## src/rtl/seq_booth_divider.sv

```systemverilog
// seq_booth_divider: sequential signed restoring divider, one quotient bit per clock.
// Optional quotient-range overflow detection is built when DIV_OVF_DETECT_EN is defined.
module seq_booth_divider #(
    parameter int WIDTH = 4
) (
    input  logic               clk,
    input  logic               rst,
    input  logic               start,
    input  logic [2*WIDTH-1:0] dividend,
    input  logic [WIDTH-1:0]   divisor,
    output logic               busy,
    output logic               done,
    output logic [WIDTH-1:0]   quotient,
    output logic [WIDTH-1:0]   remainder,
    output logic               dz,
    output logic               ovf
);
    localparam int W2 = 2 * WIDTH;
    localparam int CW = $clog2(W2 + 1);

    typedef enum logic [1:0] {IDLE, CALC, FIX} state_t;

    state_t            state;
    logic              sq;
    logic              sr;
    logic [W2-1:0]     qr;
    logic [WIDTH-1:0]  pr;
    logic [WIDTH-1:0]  dm;
    logic [CW-1:0]     cnt;
    logic [W2-1:0]     dvd_mag;
    logic [WIDTH-1:0]  dvs_mag;
    logic [WIDTH:0]    sh;
    logic [WIDTH:0]    diff;
    logic [WIDTH-1:0]  q_s;
    logic [WIDTH-1:0]  r_s;

    // pr stays below the divisor magnitude, so only the shifted value needs the extra bit
    always_comb begin
        dvd_mag = dividend[W2-1] ? -dividend : dividend;
        dvs_mag = divisor[WIDTH-1] ? -divisor : divisor;
        sh      = {pr, qr[W2-1]};
        diff    = sh - {1'b0, dm};
        q_s     = sq ? -qr[WIDTH-1:0] : qr[WIDTH-1:0];
        r_s     = sr ? -pr : pr;
    end

    always_ff @(posedge clk) begin
        if (rst) begin
            state     <= IDLE;
            busy      <= 1'b0;
            done      <= 1'b0;
            quotient  <= '0;
            remainder <= '0;
            dz        <= 1'b0;
        end else begin
            done <= 1'b0;
            case (state)
                IDLE: if (start) begin
                    if (divisor == '0) begin
                        done      <= 1'b1;
                        dz        <= 1'b1;
                        quotient  <= '1;
                        remainder <= dividend[WIDTH-1:0];
                    end else begin
                        sq    <= dividend[W2-1] ^ divisor[WIDTH-1];
                        sr    <= dividend[W2-1];
                        qr    <= dvd_mag;
                        pr    <= '0;
                        dm    <= dvs_mag;
                        cnt   <= CW'(W2);
                        busy  <= 1'b1;
                        state <= CALC;
                    end
                end
                CALC: begin
                    qr    <= {qr[W2-2:0], ~diff[WIDTH]};
                    pr    <= diff[WIDTH] ? sh[WIDTH-1:0] : diff[WIDTH-1:0];
                    cnt   <= cnt - 1'b1;
                    state <= (cnt == CW'(1)) ? FIX : CALC;
                end
                FIX: begin
                    quotient  <= q_s;
                    remainder <= r_s;
                    dz        <= 1'b0;
                    done      <= 1'b1;
                    busy      <= 1'b0;
                    state     <= IDLE;
                end
                default: state <= IDLE;
            endcase
        end
    end

`ifdef DIV_OVF_DETECT_EN
    logic ovf_n;
    assign ovf_n = sq ? (qr > (W2'(1) << (WIDTH - 1))) : (qr > ((W2'(1) << (WIDTH - 1)) - 1'b1));

    always_ff @(posedge clk) begin
        if (rst)
            ovf <= 1'b0;
        else if (state == IDLE && start && divisor == '0)
            ovf <= 1'b0;
        else if (state == FIX)
            ovf <= ovf_n;
    end
`else
    assign ovf = 1'b0;
`endif

endmodule

```

## config.mk

```make
export PLATFORM = sky130hd
export DESIGN_NAME = seq_booth_divider
export DESIGN_NICKNAME = d
export VERILOG_FILES = /design/src/rtl/seq_booth_divider.sv
export SDC_FILE = /design/constraint.sdc
export NUM_CORES = 1
export LEC_CHECK = 0
export CAP_MARGIN = 20
export CORE_ASPECT_RATIO = 0.5
export CORE_UTILIZATION = 45
export DETAILED_ROUTE_END_ITERATION = 10
export PLACE_DENSITY_LB_ADDON = 0.15
export SYNTH_ARGS = -nofsm -noshare
export SYNTH_HDL_FRONTEND = slang
export SYNTH_SLANG_ARGS = --single-unit
```

## constraint.sdc

```tcl
create_clock -name clk -period 3 [get_ports clk]
set_input_delay 0.75 -clock clk [delete_from_list [all_inputs] [get_ports clk]]
set_output_delay 0.75 -clock clk [all_outputs]
set_load 0.05 [all_outputs]
```

==> run_results.csv, run 1 <==
group,metric,value,unit
clock_network,cts_max_path_buffers,2,
yosys,syn_avg_cell_area,9.93,um2
timing,skew,0.00428,ns
clock_network,post_cts_resized,0,
grt,grt_pass1_vias,1323,
worst_setup_path,required,3.01,ns
clock_network,h-tree-depth,2,
worst_setup_path,r2r_slack,0.86,ns
timing,max_slew_margin,0.492,
grt,antenna_found_initial,0,
layout,finalNetCount,245,
timing,tns,0,ns
power,power_frac_clock,0.358,
die,io_pins,27,
worst_setup_path,worst_setup_path_start_kind,"primary input",
yosys,synth_simple_gate_area_share,0.167,
power,leakagePower,0.892,nW
die,dieArea,4470,um2
layout,drive_above_1_share,0.0773,
worst_setup_path,r2r-start,"qr[7]",
worst_setup_path,cp_max_fo,3,
clock_network,cts.sinks,35,
place,dp.final_hpwl,3050,um
timing,worst_pin_slew,0.761,ns
die,start_util,0.476,
clock_network,post_cts_buffers,0,
min_path,min_to,"remainder[2]",
power,power_frac_comb,0.157,
yosys,ys_seq_elements,35,
grt,overflow,0,
yosys,yosys_most_used_dff,"edfxtp_1",
yosys,syn-num-nets,216,
timing,maxSlewViolCount,0,
routing,routed_wl,3890,um
routing,antenna_left,0,
yosys,synthXorXnorAreaFrac,0.0603,
min_path,min_from,"remainder[2]",
min_path,min_delay_path_depth,2,
layout,final_cell_mix,"clkdlybuf4s50_1, edfxtp_1, inv_1",
min_path,hp-class,"flop to flop",
place,globalplace.congestion,0.780,
layout,diodes,0,
clock_network,worstSkewPairLatency,0.29,ns
run_status,status,"completed",
yosys,synth_top_family_by_area,"simple AND/OR/NAND/NOR gates",
power,power-per-cell-area,504,nW/um2
clock_network,cts-buffers-inserted,5,
timing,fin_crit,2.44,ns
grt,track_usage,0.196,
yosys,synth_compound_area_frac,0.145,
timing,min_period_over_period,0.813,
worst_setup_path,path_class,"primary input to flop",
clock_network,postCtsHoldBufs,0,
routing,drc,0,
yosys,synth_mux_area_frac,0.0106,
layout,final_common_cell,"clkdlybuf4s50_1",
yosys,synth_area,1890,um2
worst_setup_path,cp_data_arrival_time,2.46,ns
flow_run,cap_violations,0,
die,fp.dieH,47.8,um
die,die_w,93.6,um
yosys,yosys_warnings,0,
power,seq_power_share,0.485,
grt,grt_pass1_wl,6170,um
place,io_buffers,25,
place,dp_cells,266,
timing,rsz0062_at_grt,"no",
yosys,async_flop_share,0,
power,p_int,0.000869,W
worst_setup_path,r2r_cells,8,
timing,clock.fmax,0.410,GHz
routing,drt_first_iter_violations,56,
power,irDropWorstVdd,0.184,mV
layout,stdcell_count,274,
worst_setup_path,rr_endpoint,"pr[2]",
power,swShare,0.256,
yosys,yosysUniqueCellTypes,39,
grt,grt_max_degree,18,
die,rows,16,
routing,vias_per_cell,5.24,
die,core,3960,um2
clock_network,tritoncts,"yes",
timing,setup_viol,0,
routing,routedWlPerCell,14.2,um
yosys,synth_fa_ha_area_frac,0.0769,
yosys,synthCells,190,
clock_network,path_clk_slew,0.07,ns
routing,dr.pass1.iters,4,
worst_setup_path,endpoint_kind,"flop",
routing,num_vias,1435,
timing,hold_viol_final,0,
power,switching_power,0.000299,W
layout,syn_to_final_growth,22.7,%
yosys,synth_edf_count,22,
yosys,ys_seq_area_frac,0.488,
clock_network,clock-root-buffer,"clkbuf_8",
-- cells in the mapped netlist (6+ instances only) --
cell type	instances	share of area
edfxtp_1	22	0.35
nand2b_1	6	0.020
a21oi_1	13	0.034
nor2_1	15	0.030
o21ai_0	8	0.021
dfxtp_1	13	0.14
nand2_1	15	0.030
inv_1	17	0.034
xnor2_1	8	0.037
ha_1	10	0.066
-- final cells by class --
cell class / count / area (um2)
clock buffer: 5 / 68.8
clock inverter: 3 / 38.8
fill: 346 / 1650
inverter: 17 / 63.8
multi-input combinational: 131 / 876
sequential: 35 / 921
tap: 54 / 67.6
timing repair buffer: 29 / 280
-- worst max-delay path, cell delays in order --
cell and delay, ns:
clkdlybuf4s50_1 0.45, inv_1 0.10, ha_1 0.17, or3b_2 0.47
o31ai_1 0.26, xor2_1 0.17, a21oi_1 0.09
-- per-layer routing --
metal	share of wire	vias to the layer above	wire, um	track usage
met5	0	-	0	0
met4	0.010	0	40	0.0646
met3	0.047	5	183	0.0524
met2	0.44	29	1710	0.319
met1	0.50	676	1960	0.262
li1	-	725	-	-
-- state kept, by name, indices dropped and copies added (netlist names), 2 cells and up --
signal,cells
cnt,4
pr,4
remainder,4
qr,8
dm,4
quotient,4
state,2
-- per-stage QoR --
step | hold slack, ns | setup WS (ns) | utilization | instance area, um2 | total power (W)
floorplan | 0.493 | 0.168 | - | 1890 | 0.000695
global placement | 0.445 | 0.348 | 0.557 | 2210 | 0.000756
detailed placement | 0.448 | 0.254 | 0.557 | 2210 | 0.000761
CTS | 0.458 | 0.572 | 0.584 | 2320 | 0.00118
global route | 0.498 | 0.415 | 0.584 | 2320 | 0.00122
finish | 0.456 | 0.560 | 0.584 | 2320 | 0.00117
-- how the worst max path moves through the flow --
stage	from	to	slack, ns
after detailed placement	dividend[0]	qr[6]	0.25
after floorplan	divisor[0]	cnt[0]	0.17
final	dividend[0]	qr[6]	0.56
after global routing	dividend[0]	qr[6]	0.41
after global placement	dividend[0]	qr[6]	0.35
after CTS	dividend[0]	qr[6]	0.57
-- power groups by stage --
stage | Sequential, W | Clock [W] | Combinational [W]
detailed placement | 0.000577 | 0 | 0.000184
floorplan | 0.000582 | 0 | 0.000113
global route | 0.000570 | 0.000449 | 0.000204
finish | 0.000566 | 0.000419 | 0.000183
CTS | 0.000566 | 0.000430 | 0.000185
global placement | 0.000577 | 0 | 0.000179
-- cell families after synthesis --
kind of cell,Yosys count
flip-flops,35
AO/OA/AOI/OAI,42
AND/OR/NAND/NOR,62
other,1
adder cells (fa/ha/maj),11
multiplexers,2
XOR/XNOR,13
buffers and inverters,24
Power figures use the tool's default switching activity.
==> run 2: changes to the inputs <==
clock period = 2.5 ns   (was 3 ns; I/O delays follow)
==> run 2 against run 1 <==
Net effect: first-iteration DRC count shrank 1.8%; die area is the same; hold slack gained 0.0087 ns; non-clock buffer count grew 9; critical endpoint unchanged; highest routed layer unchanged.
==> run_results.csv, run 2 (synthesis gave the netlist of run 1 again) <==
group,metric,value,unit
layout,final_common_cell,"clkdlybuf4s50_1",
timing,setup_slack,0.216,ns
clock_network,cts_max_path_buffers,2,
grt,antenna_found_initial,0,
clock_network,tritoncts,"yes",
layout,largest_register,"qr",
power,irDropWorstVdd,0.233,mV
layout,finalNetCount,254,
grt,grt_pass1_vias,1262,
grt,overflow,0,
power,power,0.00141,W
place,io_buffers,25,
die,start_util,0.476,
worst_setup_path,r2r_cells,8,
flow_run,cap_violations,0,
die,fp.dieH,47.8,um
worst_setup_path,cp_data_arrival_time,2.30,ns
timing,min_period_over_period,0.913,
place,pre_cts_ws,-0.108,ns
worst_setup_path,r2r-start,"qr[7]",
worst_setup_path,worst_setup_path_start_kind,"primary input",
timing,hold_viol_final,0,
clock_network,path_clk_slew,0.08,ns
power,power-per-cell-area,591,nW/um2
timing,clock.fmax,0.438,GHz
routing,drc,0,
worst_setup_path,required,2.52,ns
routing,drt_first_iter_violations,55,
clock_network,post_cts_buffers,0,
clock_network,worstSkewPairLatency,0.29,ns
timing,skew,0.00701,ns
power,leakagePower,0.937,nW
place,dp.final_hpwl,3060,um
worst_setup_path,r2r_slack,0.36,ns
die,core,3960,um2
worst_setup_path,endpoint_kind,"flop",
clock_network,post_cts_resized,0,
worst_setup_path,path_class,"primary input to flop",
layout,stdcell_count,283,
die,rows,16,
timing,setup_viol,0,
min_path,min_from,"remainder[2]",
min_path,min_to,"remainder[2]",
timing,rsz0062_at_grt,"no",
clock_network,h-tree-depth,2,
die,dieArea,4470,um2
routing,num_vias,1459,
clock_network,postCtsHoldBufs,0,
grt,grt_max_degree,16,
timing,fin_crit,2.28,ns
routing,routedWlPerCell,14.0,um
routing,dr.pass1.iters,4,
routing,vias_per_cell,5.16,
clock_network,cts.sinks,35,
routing,routed_wl,3950,um
clock_network,clock-root-buffer,"clkbuf_8",
worst_setup_path,cp_max_fo,4,
die,die_w,93.6,um
min_path,hp-class,"flop to flop",
grt,track_usage,0.198,
min_path,min_delay_path_depth,2,
place,dp_cells,275,
clock_network,cts-buffers-inserted,5,
layout,final_cell_mix,"clkdlybuf4s50_1, edfxtp_1, inv_1",
worst_setup_path,rr_endpoint,"pr[2]",
layout,drive_above_1_share,0.114,
place,globalplace.congestion,0.788,
layout,largest_register_ffs,8,
timing,maxSlewViolCount,0,
run_status,status,"completed",
layout,diodes,0,
die,io_pins,27,
layout,syn_to_final_growth,26.3,%
routing,antenna_left,0,
grt,grt_pass1_wl,6110,um
run 2: critical path, stage by stage:
cell,delay [ns]
clkdlybuf4s50_1,0.46
inv_1,0.08
ha_1,0.16
or3b_2,0.46
o31ai_1,0.24
xor2_1,0.17
a21oi_1,0.09
run 2: layout make-up:
type	instances	area [um2]
timing repair buffer	38	348
clock inverter	3	38.8
inverter	17	63.8
multi-input combinational	131	876
fill	349	1580
sequential	35	921
clock buffer	5	68.8
tap	54	67.6
run 2: per-layer routing:
layer | GRT usage | vias to the layer above | wire [um]
met4 | 0.0708 | 0 | 27
met1 | 0.263 | 680 | 2000
li1 | - | 746 | -
met3 | 0.0524 | 5 | 160
met2 | 0.325 | 28 | 1770
met5 | 0 | - | 0
run 2: through the flow:
stage	utilization	instance area [um2]	setup TNS, ns	hold WS (ns)
final	0.601	2380	0	0.464
after global routing	0.601	2380	0	0.497
after CTS	0.601	2380	0	0.466
after detailed placement	0.574	2280	-0.276	0.454
after global placement	0.574	2280	-0.0346	0.443
after floorplan	-	1890	0	0.496
run 2: how the worst max path moves through the flow:
stage,from,to,slack (ns)
after floorplan,divisor[0],cnt[0],0.29
after global placement,dividend[0],qr[6],-0.03
after detailed placement,dividend[1],qr[6],-0.11
after CTS,dividend[1],qr[6],0.22
after global routing,dividend[1],qr[6],0.15
final,dividend[1],qr[6],0.22
run 2: report_power, final:
group	leakage (nW)	switching, W	internal (W)	total (W)
registers	0.314	0.0000246	0.000654	0.000679
clock network	0.0556	0.000208	0.000292	0.000500
logic	0.567	0.000126	0.000104	0.000230
total	0.937	0.000359	0.00105	0.00141
==> RTL edit 1, RTL diff (flow settings as in run 1) <==
Build with the macro `DIV_OVF_DETECT_EN` defined.
--- a/src/rtl/seq_booth_divider.sv
+++ b/src/rtl/seq_booth_divider.sv
@@ -1,5 +1,7 @@
 // seq_booth_divider: sequential signed restoring divider, one quotient bit per clock.
 // Optional quotient-range overflow detection is built when DIV_OVF_DETECT_EN is defined.
+`define DIV_OVF_DETECT_EN
+
 module seq_booth_divider #(
     parameter int WIDTH = 4
 ) (
Behaviour: same outputs for any inputs over 10 cycles, from zero or initial values and one cycle with rst high; that may be too few to reach the edited logic, so the function may still have changed.
==> RTL edit 1 against run 1 <==
Largest power group unchanged; routed wire length increased by 8.8%; worst hold slack better by 0.040 ns; clock power is 7.9% lower; setup slack gained 0.086 ns; count of clock-buffer cells in the layout increased by 3; total power fell by 1.2%; core utilization rose by 1.8 points; design area is 5.2% higher; maximum frequency increased by 3.6%; sequential cell count up 1; area after synthesis increased by 4.0%.
==> RTL edit 1: results (changes against run 1) <==
Route:
- The overall routed net length is 4240 um (+8.8%).
- The average routed wire per standard cell is 14.8 um (+4.2%).
- The via count of the routed design was 1541 (+7.4%).
- The DRC violation total after the first TritonRoute iteration is 87 (+55%).

Placement:
- The worst slack after detailed placement is 0.353 ns (+0.0986 ns).
- The routability congestion estimate is 0.807 (+3.5%).
- The port buffer count is 26 (+4.0%).
- The estimated wirelength of the detail-placed design is 3180 um (+4.2%).
- The total cell area at the placement stage came to 0.00234 mm2 (+5.8%).

Cells and area:
- The fraction of final layout cells with drive strength greater than 1 is 0.0991 (+0.0219).
- The clock tree buffer count of the final layout was 8 (+3).
- The number of multi-input logic gates is 136 (+3.8%).
- The final-stage net count is 257 (+4.9%).
- The portion of the layout cell area used by non-clock buffers came to 0.136 (+0.0151).
- The clock network area share is 0.0411 (-0.00537).
- The flip-flop and latch share of the layout cell area is 0.386 (-0.0114).
- The filler cell count came to 358 (+3.5%).
- The final cell area excluding filler cells came to 0.00244 mm2 (+5.2%).
- The share of the core filled with cells in the final layout is 0.602 (+0.0181).

Outcome:
- The flow ran to the end, and the final reports show no timing, DRC or antenna violations.

Worst setup path:
- The top fanout value on the critical path is 13 (+10).
- The largest individual stage delay along the critical path comes from the cell clkdlybuf4s50_1.
- Following the worst setup path forward leads to its endpoint at cnt[3]$_SDFFCE_PN1P_.
- The endpoint of the lowest-slack register-to-register path is pr[3]$_SDFFCE_PN0P_.

Pwr:
- The reported sequential group power was 581 uW (+3%).

Synthesis:
- By count the netlist is led by edfxtp_1, nand2_1, inv_1.
- After synthesis, the cell types taking the most area are edfxtp_1, dfxtp_1, ha_1, nand2_1, inv_1.
- The sequential-to-total area share from yosys stat was 0.480 (-0.00847).
- The instance count of the mapped netlist was 196 (+3.2%).
- The synthesized netlist net count came to 222 (+2.8%).

Global routing:
- The met1 routing resource usage after global routing was 0.288 (+0.0264).
- The pin count of the biggest net entering global routing is 15 (-3).
- The met3 track demand over resource is 0.0755 (+0.0231).
- The overall track demand over capacity in global routing was 0.204 (+0.00874).

Min path:
- The hold-critical path endpoint is ovf$_SDFFE_PP0N_.

Timing:
- The worst-case hold slack is 0.496 ns (+0.0401 ns).
- The minimum period implied by the final worst setup slack came to 2.35 ns (-0.0856 ns).
- The worst max-slew margin expressed relative to the limit came to 0.642 (+0.151).
## RTL edit 1: cell count changes after synthesis, sizes merged, moves of 2 or more
cell | before | now
a211o | 2 | 0
nor3 | 5 | 7
nor2b | 5 | 3
nand2 | 15 | 20
o221a | 2 | 0
a311oi | 0 | 3
a221oi | 0 | 4
a21oi | 13 | 9
## RTL edit 1: cells by family (layout without fill, tap and decap cells)
group	after synthesis	in the layout	synth area share
and+or+nand+nor	71	71	0.187
muxes	2	2	0.0102
DFF	36	36	0.480
xor gates and xnor gates	13	13	0.0580
adders and majority gates	11	11	0.0740
buffers and inverters	24	60	0.0478
AOI/OAI and AO/OA	39	39	0.143
## RTL edit 1: per-layer routing
metal | part of all wire | vias to the layer above
met2 | 0.43 | 36
met1 | 0.50 | 732
met4 | 0.0078 | 0
met3 | 0.068 | 5
li1 | - | 768
met5 | 0 | -
==> RTL edit 2, RTL diff (config.mk and constraints of run 1) <==
Without the edit above. Register the input `dividend` before use, without a reset. The logic sees it one clock later. The other inputs are not delayed to match.
--- a/src/rtl/seq_booth_divider.sv
+++ b/src/rtl/seq_booth_divider.sv
@@ -20,6 +20,12 @@
 
     typedef enum logic [1:0] {IDLE, CALC, FIX} state_t;
 
+    logic [2*WIDTH-1:0] dividend_q;
+
+    always_ff @(posedge clk) begin
+        dividend_q <= dividend;
+    end
+
     state_t            state;
     logic              sq;
     logic              sr;
@@ -36,7 +42,7 @@
 
     // pr stays below the divisor magnitude, so only the shifted value needs the extra bit
     always_comb begin
-        dvd_mag = dividend[W2-1] ? -dividend : dividend;
+        dvd_mag = dividend_q[W2-1] ? -dividend_q : dividend_q;
         dvs_mag = divisor[WIDTH-1] ? -divisor : divisor;
         sh      = {pr, qr[W2-1]};
         diff    = sh - {1'b0, dm};
@@ -60,10 +66,10 @@
                         done      <= 1'b1;
                         dz        <= 1'b1;
                         quotient  <= '1;
-                        remainder <= dividend[WIDTH-1:0];
+                        remainder <= dividend_q[WIDTH-1:0];
                     end else begin
-                        sq    <= dividend[W2-1] ^ divisor[WIDTH-1];
-                        sr    <= dividend[W2-1];
+                        sq    <= dividend_q[W2-1] ^ divisor[WIDTH-1];
+                        sr    <= dividend_q[W2-1];
                         qr    <= dvd_mag;
                         pr    <= '0;
                         dm    <= dvs_mag;
Function: changed (a bounded check fails within 4 cycles, from zero or initial values and one cycle with rst high).
==> RTL edit 2 against run 1 <==
Area after synthesis grew 8.8%; design area rose by 8.6%; die area increased by 8.5%; worst hold slack gained 0.0027 ns; synthesized cell count up 4.7%; critical path depth rose by 1; routed wire length is 2.0% higher; setup slack improved by 0.047 ns; final cell count is 5.5% higher; total power grew 6.8%; clock power down 11%; sequential cell count increased by 8.
==> RTL edit 2: results (changes against run 1) <==
Worst setup path:
- The launching element of the worst setup path is divisor[1].
- The worst setup slack for register-to-register paths is 0.90 ns (+0.04 ns).
- The worst path arrival time is 2.59 ns (+0.13 ns).
- The top fanout value on the critical path was 7 (+4).
- The endpoint of the lowest-slack register-to-register path is pr[3]$_SDFFCE_PP0P_.

Synthesis:
- Ranked by total cell area, the synthesized netlist is headed by edfxtp_1, dfxtp_1, ha_1, xnor2_1, a21oi_1.
- The synthesized netlist net count is 225 (+4.2%).
- The sequential-to-total area share from yosys stat is 0.527 (+0.0384).
- The count of cell types in the netlist is 37 (-5.1%).
- Counting instances in the post-synthesis netlist gives the leading cell types as edfxtp_1, dfxtp_1, inv_1.

Global routing:
- The pin count of the biggest net entering global routing is 16 (-2).
- The number of global-route vias before repair was 1383 (+4.5%).

Cells and area:
- The filler cell count is 368 (+6.4%).
- The final-stage net count is 260 (+6.1%).
- The fraction of final layout cells with drive strength greater than 1 is 0.0936 (+0.0163).

Timing:
- The clock skew after layout came to 0.00608 ns (+0.00180 ns).
- The worst-margin pin slew is 0.520 ns (-0.241 ns).
- The maximum clock frequency is 418 MHz (+1.9%).
- The worst-case hold slack is 0.459 ns (+0.00271 ns).

Route:
- The wire length on met3 is 283 um (+55%).
- The via count of the routed design was 1502 (+4.7%).
- The total met2 wirelength after detailed routing is 1490 um (-13%).
- The DRC violation total after the first TritonRoute iteration is 86 (+54%).

Outcome:
- The flow ran to the end, and the final reports show no timing, DRC or antenna violations.

Pwr:
- The net switching power is 319 uW (+6.7%).
- The peak supply drop is 292 uV (+59%).

Placement:
- The routability congestion estimate came to 0.804 (+3.1%).
## RTL edit 2: routing by layer
metal	up-vias	global-route usage
met4	0	0.0147
met3	2	0.0596
met1	689	0.290
li1	764	-
met5	-	0
met2	47	0.247
## RTL edit 2: power by group through the flow
stage          sequential [mW]  combinational (mW)  clock, mW
6_report                 0.686               0.186      0.375
5_1_grt                  0.690               0.209      0.412
4_1_cts                  0.686               0.187      0.384
3_5_place_dp             0.699               0.186          0
3_3_place_gp             0.698               0.180          0
2_1_floorplan            0.701               0.114          0
## RTL edit 2: cell type report
cell class | instances | area (um2) | area share
flip-flops and latches | 43 | 1080 | 0.430
multi-input cells | 132 | 882 | 0.351
repair buffers | 35 | 329 | 0.131
clock buffers | 7 | 86.3 | 0.0343
well taps | 54 | 67.6 | 0.0269
inverters | 17 | 63.8 | 0.0254
clock inverters | 1 | 5.00 | 0.00199
## RTL edit 2: metrics by stage
step	area [um2]	cells
global placement	2410	280
detailed placement	2420	281
finish	2510	289
floorplan	2050	199
global route	2510	289
CTS	2510	289
## RTL edit 2: logic make-up after synthesis
group	count (synthesis)	synth area share
AOI/OAI and AO/OA	42	0.133
xor gates and xnor gates	13	0.0555
adders and majority gates	11	0.0707
buffers and inverters	24	0.0463
DFF	43	0.527
muxes	2	0.00975
other	1	0.00183
and+or+nand+nor	63	0.156
## RTL edit 2: worst max-delay path, cell delays in order
cell and delay [ns]:
clkdlybuf4s50_1 0.43, inv_1 0.08, ha_1 0.17, or3b_2 0.46, buf_4 0.16, o21ai_4 0.23, nor2_1 0.08, a211oi_1 0.24
